File: src/rtl/flappy_pkg.sv
// Shared state type, screen geometry and LFSR constants for the flappy game controller.
package flappy_pkg;

    typedef enum logic [1:0] {IDLE, PLAY, DEAD} game_state_t;

    localparam logic [9:0]  SCREEN_H     = 10'd480;
    localparam logic [8:0]  BIRD_START   = 9'd265;
    localparam logic [9:0]  PIPE_START   = 10'd600;
    localparam logic [8:0]  HOLE_DEFAULT = 9'd165;
    localparam logic [8:0]  HOLE_OFFSET  = 9'd37;
    localparam logic [9:0]  COLL_X_MIN   = 10'd50;
    localparam logic [9:0]  COLL_X_MAX   = 10'd200;
    localparam logic [9:0]  GAP_LO       = 10'd50;
    localparam logic [9:0]  GAP_HI       = 10'd150;
    localparam logic [15:0] LFSR_SEED    = 16'hACE1;
    // Galois right-shift mask for taps 16,14,13,11
    localparam logic [15:0] LFSR_TAPS    = 16'hB400;

    function automatic logic [15:0] lfsr_next(input logic [15:0] cur);
        return {1'b0, cur[15:1]} ^ (cur[0] ? LFSR_TAPS : 16'h0000);
    endfunction

endpackage

File: src/rtl/flappy_frame_tick.sv
// Registers v_sync and emits a one-cycle tick when the registered copy falls.
module flappy_frame_tick (
    input  logic clock,
    input  logic reset,
    input  logic v_sync,
    output logic tick
);

    logic sync_q;
    logic sync_d;

    // Clearing the history on reset discards any falling edge already in flight
    always_ff @(posedge clock or negedge reset) begin
        if (!reset) begin
            sync_q <= 1'b0;
            sync_d <= 1'b0;
            tick   <= 1'b0;
        end else begin
            sync_q <= v_sync;
            sync_d <= sync_q;
            tick   <= sync_d & ~sync_q;
        end
    end

endmodule

File: src/rtl/flappy_game_ctrl.sv
// Flappy Bird game-state controller: bird physics, N scrolling pipes, collision, scoring.
// Define FLAPPY_HISCORE_EN to add the high_score output and its register.
module flappy_game_ctrl
    import flappy_pkg::*;
#(
    parameter int NUM_PIPES    = 2,
    parameter int PIPE_SPACING = 372,
    parameter int PIPE_SPEED   = 4,
    parameter int FLAP_VEL     = -11,
    parameter int MAX_FALL     = 8,
    parameter int DEAD_FRAMES  = 30
) (
    input  logic                    clock,
    input  logic                    reset,
    input  logic                    v_sync,
    input  logic                    button,
    output logic [8:0]              bird_pos,
    output logic [10*NUM_PIPES-1:0] pipe_pos,
    output logic [9*NUM_PIPES-1:0]  hole_pos,
    output logic [7:0]              score,
`ifdef FLAPPY_HISCORE_EN
    output logic [7:0]              high_score,
`endif
    output logic                    game_over,
    output logic                    playing
);

    localparam int                     LOCK_W   = $clog2(DEAD_FRAMES + 1);
    localparam logic [LOCK_W-1:0]      LOCK_MAX = LOCK_W'(DEAD_FRAMES);
    localparam logic signed [8:0]      FLAP_V   = 9'(FLAP_VEL);
    localparam logic signed [8:0]      MAX_V    = 9'(MAX_FALL);
    localparam logic [9:0]             SPEED    = 10'(PIPE_SPEED);
    localparam logic [9:0]             WRAP_POS = 10'(NUM_PIPES * PIPE_SPACING);

    function automatic logic [9:0] pipe_start(input int idx);
        return PIPE_START + 10'(idx * PIPE_SPACING);
    endfunction

    game_state_t         state_q, state_n;
    logic [8:0]          bird_q, bird_n;
    logic signed [8:0]   vel_q, vel_n;
    logic [9:0]          pipe_q [NUM_PIPES];
    logic [9:0]          pipe_n [NUM_PIPES];
    logic [8:0]          hole_q [NUM_PIPES];
    logic [8:0]          hole_n [NUM_PIPES];
    logic [7:0]          score_q, score_n;
    logic [LOCK_W-1:0]   lockout_q, lockout_n;
    logic                latch_q, latch_n;
    logic [15:0]         lfsr_q;
    logic                tick;
    logic                flap;
    logic                collide;
    logic [10:0]         bird_sum;

    flappy_frame_tick u_frame_tick (
        .clock  (clock),
        .reset  (reset),
        .v_sync (v_sync),
        .tick   (tick)
    );

    always_ff @(posedge clock or negedge reset) begin
        if (!reset) begin
            state_q   <= IDLE;
            bird_q    <= BIRD_START;
            vel_q     <= '0;
            score_q   <= '0;
            lockout_q <= '0;
            latch_q   <= 1'b0;
            lfsr_q    <= LFSR_SEED;
            for (int i = 0; i < NUM_PIPES; i++) begin
                pipe_q[i] <= pipe_start(i);
                hole_q[i] <= HOLE_DEFAULT;
            end
        end else begin
            state_q   <= state_n;
            bird_q    <= bird_n;
            vel_q     <= vel_n;
            score_q   <= score_n;
            lockout_q <= lockout_n;
            latch_q   <= latch_n;
            lfsr_q    <= lfsr_next(lfsr_q);
            pipe_q    <= pipe_n;
            hole_q    <= hole_n;
        end
    end

    // Everything below only moves on a frame tick; collision uses the pre-update values
    always_comb begin
        state_n   = state_q;
        bird_n    = bird_q;
        vel_n     = vel_q;
        score_n   = score_q;
        lockout_n = lockout_q;
        latch_n   = latch_q;
        pipe_n    = pipe_q;
        hole_n    = hole_q;
        flap      = 1'b0;
        collide   = 1'b0;
        bird_sum  = '0;
        if (tick) begin
            flap    = ~button & ~latch_q;
            latch_n = ~button;
            case (state_q)
                IDLE: begin
                    if (flap) begin
                        state_n = PLAY;
                        vel_n   = FLAP_V;
                    end
                end
                PLAY: begin
                    collide = ({1'b0, bird_q} > SCREEN_H);
                    for (int i = 0; i < NUM_PIPES; i++) begin
                        if (pipe_q[i] > COLL_X_MIN && pipe_q[i] < COLL_X_MAX &&
                            !(({1'b0, bird_q} > {1'b0, hole_q[i]} + GAP_LO) &&
                              ({1'b0, bird_q} < {1'b0, hole_q[i]} + GAP_HI)))
                            collide = 1'b1;
                    end
                    bird_sum = {2'b00, bird_q} + {{2{vel_q[8]}}, vel_q};
                    bird_n   = bird_sum[10] ? 9'd0 : bird_sum[8:0];
                    if (flap)
                        vel_n = FLAP_V;
                    else if (vel_q >= MAX_V)
                        vel_n = MAX_V;
                    else
                        vel_n = vel_q + 9'sd1;
                    for (int i = 0; i < NUM_PIPES; i++) begin
                        if (pipe_q[i] < SPEED) begin
                            pipe_n[i] = WRAP_POS;
                            hole_n[i] = {1'b0, lfsr_q[7:0]} + HOLE_OFFSET;
                            if (score_n != 8'd255)
                                score_n = score_n + 8'd1;
                        end else begin
                            pipe_n[i] = pipe_q[i] - SPEED;
                        end
                    end
                    if (collide)
                        state_n = DEAD;
                end
                DEAD: begin
                    if (flap && lockout_q == LOCK_MAX) begin
                        state_n   = IDLE;
                        bird_n    = BIRD_START;
                        vel_n     = '0;
                        score_n   = '0;
                        lockout_n = '0;
                        for (int i = 0; i < NUM_PIPES; i++) begin
                            pipe_n[i] = pipe_start(i);
                            hole_n[i] = HOLE_DEFAULT;
                        end
                    end else if (lockout_q != LOCK_MAX) begin
                        lockout_n = lockout_q + 1'b1;
                    end
                end
                default: state_n = IDLE;
            endcase
        end
    end

`ifdef FLAPPY_HISCORE_EN
    logic [7:0] hiscore_q;

    // Survives restarts; only reset clears it
    always_ff @(posedge clock or negedge reset) begin
        if (!reset)
            hiscore_q <= '0;
        else if (state_q == PLAY && state_n == DEAD && score_q > hiscore_q)
            hiscore_q <= score_q;
    end

    assign high_score = hiscore_q;
`endif

    always_comb begin
        pipe_pos = '0;
        hole_pos = '0;
        for (int i = 0; i < NUM_PIPES; i++) begin
            pipe_pos[10*i +: 10] = pipe_q[i];
            hole_pos[9*i +: 9]   = hole_q[i];
        end
    end

    assign bird_pos  = bird_q;
    assign score     = score_q;
    assign game_over = (state_q == DEAD);
    assign playing   = (state_q == PLAY);

endmodule
File: config.mk
export PLATFORM = sky130hd
export DESIGN_NAME = flappy_game_ctrl
export DESIGN_NICKNAME = d
export VERILOG_FILES = /design/src/rtl/flappy_pkg.sv /design/src/rtl/flappy_frame_tick.sv /design/src/rtl/flappy_game_ctrl.sv
export SDC_FILE = /design/constraint.sdc
export NUM_CORES = 1
export LEC_CHECK = 0
export CAP_MARGIN = 20
export CORE_ASPECT_RATIO = 1.25
export CORE_MARGIN = 5
export CORE_UTILIZATION = 40
export CTS_CLUSTER_SIZE = 24
export DETAILED_ROUTE_END_ITERATION = 16
export GPL_TIMING_DRIVEN = 0
export PLACE_DENSITY = 0.7
export SLEW_MARGIN = 15
export SYNTH_ARGS = -nofsm -noshare
export SYNTH_HDL_FRONTEND = slang
export SYNTH_HIERARCHICAL = 1
export SYNTH_SLANG_ARGS = --single-unit
export TNS_END_PERCENT = 100
File: constraint.sdc
create_clock -name clock -period 3.6 [get_ports clock]
set_clock_uncertainty 0.2 [all_clocks]
set_input_delay 1.08 -clock clock [delete_from_list [all_inputs] [get_ports clock]]
set_output_delay 1.08 -clock clock [all_outputs]
set_load 0.005 [all_outputs]
# Word level (Yosys, flattened, before mapping)
# Cells that the tools add are included.
# classes
addsub	12
n_lt_le_gt_ge	12
eq_ne	11
n_mux	35
bitwise_logic	6
reduce_logical	19
# ops
operator	count
9-bit two-way mux	8
8-bit two-way mux	7
20-bit one-hot mux with 2 select lines	1
18-bit one-hot mux with 2 select lines	1
9-bit one-hot mux with 3 select lines	1
9-bit by 6-bit adder with 10-bit output (second input constant)	2
9-bit by 8-bit adder with 10-bit output (second input constant)	2
10-bit by 6-bit greater-than comparator with 1-bit output (second input constant)	2
9-bit by 10-bit greater-than comparator with 1-bit output	2
10-bit by 3-bit less-than comparator with 1-bit output (second input constant)	2
10-bit by 8-bit less-than comparator with 1-bit output (second input constant)	2
9-bit by 10-bit less-than comparator with 1-bit output	2
10-bit two-way mux	2
20-bit two-way mux	1
10-bit by 3-bit subtractor with 10-bit output (second input constant)	2
18-bit two-way mux	1
9-bit one-hot mux with 2 select lines	1
8-bit by 1-bit adder with 8-bit output (second input constant)	2
16-bit two-way mux	1
8-bit inequality test (second input constant)	2
8-bit one-hot mux with 2 select lines	1
4-bit AND reduction	4
15-bit by 16-bit bitwise XOR with 16-bit output	1
10-bit by 9-bit adder with 11-bit output	1
other kinds (23)	44
# totals
register_bits	91
inputBits	4
output_inout_bits	57
wordCells	109

# Longest topological paths before layout
# depth
word_depth	11
mapped_depth	14
mapped_depth_nobuf	14

# Cells and area by module
# The synthesis kept the hierarchy.
# modules_own_cells
module	n_inst	cells_each	area_each_um2	seq_area_each_um2
flappy_game_ctrl	1	679	6102.1	2138.3
flappy_frame_tick	1	4	88.8	75.1

# Least setup slack after synthesis
# OpenSTA, ideal clock, no wires.
# synth_path
path_kind	register to register
from	register pipe_q (netlist bit pipe_pos[2])
to	register score_q[4] (netlist: score[4])
setup_ps	96
arrival_time_ps	2981
t_required_ps	3304
path_slack_ps	323
stages_incl_launch_ff	14
path_buffers	0
period_less_slack_ps	3277
path_cell_list	dfrtp_1 > inv_1 > ha_1 > nor3b_4 > nand2_2 > nor2_4 > mux2_2 > ha_1 > o211ai_1 > a2111oi_2 > o211ai_1 > nand2_1 > o31a_1 > a311oi_2
# synth_via
elab_chain_len	8
elab_cells_between_ends	9
classes_between	add/sub (1); order compare (1); eq/ne (1); mux (6)
# synth_rtl
item	line	source
start: declaration	flappy_game_ctrl.sv:42	logic [9:0] pipe_q [NUM_PIPES];
start signal: indexed assignment	flappy_game_ctrl.sv:72	pipe_q[i] <= pipe_start(i);
start signal: assignment	flappy_game_ctrl.sv:83	pipe_q <= pipe_n;
10-bit by 3-bit less-than comparator with 1-bit output (*)	flappy_game_ctrl.sv:128	if (pipe_q[i] < SPEED) begin
8-bit two-way mux (*)	flappy_game_ctrl.sv:128	
8-bit two-way mux (*)	flappy_game_ctrl.sv:104	case (state_q)
8-bit two-way mux (*)	flappy_game_ctrl.sv:101	if (tick) begin
8-bit by 1-bit adder with 8-bit output / 8-bit inequality test (equally long branches)	flappy_game_ctrl.sv:132, flappy_game_ctrl.sv:131	
8-bit two-way mux	flappy_game_ctrl.sv:131	if (score_n != 8'd255)
8-bit two-way mux (*)	flappy_game_ctrl.sv:128	
8-bit one-hot mux with 2 select lines (*)	flappy_game_ctrl.sv:104	
end signal: assignment	flappy_game_ctrl.sv:79	score_q <= score_n;
end: declaration	flappy_game_ctrl.sv:46	logic [7:0] score_q, score_n;
# Every way passes the cells marked *; elsewhere a longest branch is shown, timed or not. The select of a mux whose other input is x is not followed.
# A chain may end at the register's enable or synchronous reset.

# Final worst setup path
# layout_path
from	register pipe_q (netlist bit pipe_pos[2])
to	register score_q[3] (netlist: score[3])
# The elaborated chain is that of the path after synthesis.

==> flow_metrics.py <==
metrics = {
    "synthesis": {
        "synth.avg_cell_area_sq_um": 9.06,
        "synth_top_area_share_pct": 23.4,
        "synth_warnings": 6,
        "synth_cells": 683,
        "yosysMostFrequentCell": "nand2_1",
        "yosysSeqAreaShare_pct": 35.8,
        "ys_ff_latch": 87,
        "synth-edff-count": 0,
        "syn-cell-area_sq_mm": 0.00619,
        "ys_dominant_reg_cell": "dfrtp_1",
        "synth_cell_types": 76,
        "yosysTopAreaCell": "dfrtp_1",
        "synth_area_leaders": "dfrtp_1 (23%), ha_1 (13%), dfstp_2 (12%), nand2_1 (4.1%), o21ai_0 (3.7%)",
        "ys_top_cells_by_count": "nand2_1 (67), ha_1 (62), dfrtp_1 (58), nor2_1 (48), o21ai_0 (46)",
        "async_flop_share_pct": 100,
    },
    "clocking": {
        "root_buffer": "clkbuf_16",
        "cts.sinks": 87,
        "cts.htree.levels": 3,
        "cts_tree": "built",
        "clock_tree.buffer_depth": 2,
        "hold_buffers": 0,
        "cts-buffers-inserted": 9,
        "clock_latency_ns": 0.35,
        "clk_pin_slew_ns": 0.07,
    },
    "setup_path": {
        "ff2ff_path_depth": 13,
        "end_kind": "register",
        "worstPathRequired_ns": 3.67,
        "rr_startpoint": "pipe_pos[2]",
        "crit_path_max_fanout": 6,
        "worstPathCellList": "inv_2 > ha_4 > nor3b_4 > nand2_4 > nor2_4 > xor2_1 > ha_2 > o211ai_1 > a2111oi_2 > o211ai_1 > and3_1 > or4_1 > o211ai_1",
        "worstSetupPathType": "register to register",
        "worstPathArrival_ns": 3.61,
        "crit_path_max_incr_delay_ns": 0.45,
        "crit_slowest_cell": "dfrtp_2",
        "crit_top_cell": "o211ai_1",
        "startpoint_type": "register",
        "rr_endpoint": "score[3]",
        "r2r_slack_ns": 0.06,
    },
    "finish": {
        "num-fill-cells": 1404,
        "syn_to_final_growth_pct": 21.1,
        "utilization_pct": 49.7,
        "fin_nets": 832,
        "layout-drive-gt1-share_pct": 13.1,
        "multi_input_comb_area_sq_mm": 0.00375,
        "n_antenna_cell": 0,
        "postLayoutCellArea_sq_mm": 0.00750,
        "regArea_sq_mm": 0.00222,
    },
    "sta": {
        "finalMaxSlewViolations": 0,
        "worst_hold_slack_ns": 0.148,
        "fin_crit_ns": 3.54,
        "worstMarginPinSlew_ns": 0.637,
        "timing.fmax_mhz": 283,
        "timing.final.crit_share_pct": 98.3,
        "finalHoldViolations": 0,
        "setup_viol": 0,
        "slew_headroom_pct": 57.1,
    },
    "pwr": {
        "ir_worst_vdd_uv": 254,
        "p_leak_nw": 3.29,
        "p_int_mw": 3.09,
        "swShare_pct": 41.7,
        "pwr-share-seq_pct": 32.7,
        "clkPwrFrac_pct": 19.4,
        "power_mw": 5.30,
        "cellPowerDensity_mw_per_mm2": 707,
        "p_comb_share_pct": 47.9,
        "switchingPower_mw": 2.21,
    },
    "drt": {
        "drt-pass1-iter-count": 5,
        "vias": 5304,
        "highest_layer": "met4",
        "met1_length_microns": 7190,
        "wirelength_microns": 15800,
        "ant_nets": 0,
        "wl_per_cell_microns": 16.2,
        "routed-wl-met3_microns": 511,
        "drtIter0Drc": 275,
        "dr_wl_met2_microns": 7830,
        "drc": 0,
        "routed_via_density": 5.42,
    },
    "run": {
        "maxCapViolations": 0,
    },
    "global_routing": {
        "overflow": 0,
        "track_usage_pct": 17.9,
        "grt_pass1_wl_microns": 25900,
        "grt_start_max_net_pins": 61,
        "grt_pass1_vias": 5122,
        "antenna_found_initial": 0,
    },
    "die": {
        "start_util_pct": 41.1,
        "die_y_microns": 149,
        "ios": 61,
        "die_area_sq_mm": 0.0181,
        "die_w_microns": 121,
        "rows": 50,
        "fp.coreArea_sq_mm": 0.0151,
    },
    "placement": {
        "portBuffers": 56,
        "placed_area_sq_mm": 0.00705,
        "dpl.hpwl_microns": 11600,
        "place.gp.congestion": 0.858,
    },
    "hold_path": {
        "hold_depth": 0,
        "hp-start": "lfsr_q[9]",
        "hold_class": "register to register",
        "hold_end": "lfsr_q[8]",
    },
    "status": {
        "outcome": "finished clean",
    },
}
final cells by class:
cell class | count | share of cell area [%]
Multi-Input combinational cell | 531 | 50.0
Timing Repair Buffer | 69 | 9.01
Sequential cell | 87 | 29.6
Clock inverter | 6 | 1.24
Inverter | 37 | 1.85
Buffer | 30 | 1.84
Tap cell | 208 | 3.47
Clock buffer | 10 | 3.05
metrics by stage:
step,setup slack [ns],setup TNS (ns),std cells
2_1_floorplan,0.323,0,686
3_3_place_gp,-1.99,-143.80,950
3_5_place_dp,-0.253,-2.89,951
4_1_cts,0.0356,0,969
5_1_grt,-0.0940,-0.0940,978
6_report,0.0626,0,978
registers in the layout (all words and copies together) (netlist names):
name / count
latch_q: 1
lockout_q: 5
pipe_pos: 16
lfsr_q: 16
u_frame_tick/tick: 1
u_frame_tick/sync_q: 1
u_frame_tick/sync_d: 1
bird_pos: 9
vel_q: 9
score: 8
hole_pos: 18
state_q: 2
how the worst max path moves through the flow:
| stage | startpoint | to | slack (ns) | cells past startpoint |
|---|---|---|---|---|
| finish | pipe_pos[2] | score[3] | 0.06 | 13 |
| detailed placement | pipe_pos[2] | score[4] | -0.25 | 13 |
| floorplan | pipe_pos[2] | score[4] | 0.32 | 13 |
| CTS | score[1] | score[3] | 0.04 | 12 |
| global route | pipe_pos[2] | score[3] | -0.09 | 13 |
| global placement | reset | hole_pos[12] | -1.99 | 1 |
cells by family (layout without fill, tap and decap cells):
| logic type | count (synthesis) | after routing | synth area share [%] |
|---|---|---|---|
| xor gates and xnor gates | 45 | 45 | 6.37 |
| other | 1 | 4 | 0.0606 |
| DFF | 87 | 87 | 35.8 |
| and+or+nand+nor | 224 | 224 | 18.8 |
| adders and majority gates | 63 | 63 | 12.9 |
| AOI/OAI and AO/OA | 176 | 176 | 18.4 |
| muxes | 19 | 19 | 3.31 |
| buffers and inverters | 68 | 152 | 4.53 |
cells in the final DEF, fill, tap and decap left out, types with 10 or more instances in the layout:
master | synthesis | routed
nor3_1 | 14 | 13
mux2_2 | 12 | 12
xor2_1 | 22 | 22
nor2_1 | 48 | 48
nand4_1 | 14 | 14
xnor2_1 | 23 | 23
dfstp_2 | 29 | 29
a21oi_1 | 42 | 42
buf_4 | 4 | 17
inv_1 | 36 | 35
dfrtp_1 | 58 | 56
clkdlybuf4s50_1 | 0 | 55
nand3_1 | 22 | 22
nand2_1 | 67 | 67
o21ai_0 | 46 | 46
clkbuf_1 | 23 | 23
ha_1 | 62 | 60
a31oi_1 | 10 | 10
metal layers:
metal	up-vias	track usage (%)
li1	2617	-
met1	2545	23.0
met2	118	31.1
met3	24	2.12
met4	0	6.22
met5	-	0
critical path: cells and delay by family (launching register included):
kind | cells | cell delay, ns
simple gates | 5 | 1.19
fa+ha+maj | 2 | 0.37
flops | 1 | 0.45
buf+inv | 1 | 0.10
compound gates | 4 | 0.94
xor+xnor | 1 | 0.19
timing repair:
action,4_1_cts,5_1_grt
endpoints found under the hold margin,0,0
endpoints found under the setup margin,5,7
cloned,0,0
setup buffers,2,10
pin swaps,1,6
gates resized for setup,1,10
power groups by stage:
stage          registers, mW  clock network, mW  logic (mW)
2_1_floorplan           1.61                  0        1.65
4_1_cts                 1.74               1.04        2.53
5_1_grt                 1.79               1.08        2.88
3_3_place_gp            1.75                  0        2.44
6_report                1.74               1.03        2.54
3_5_place_dp            1.75                  0        2.49
(Power assumes the default switching activity.)
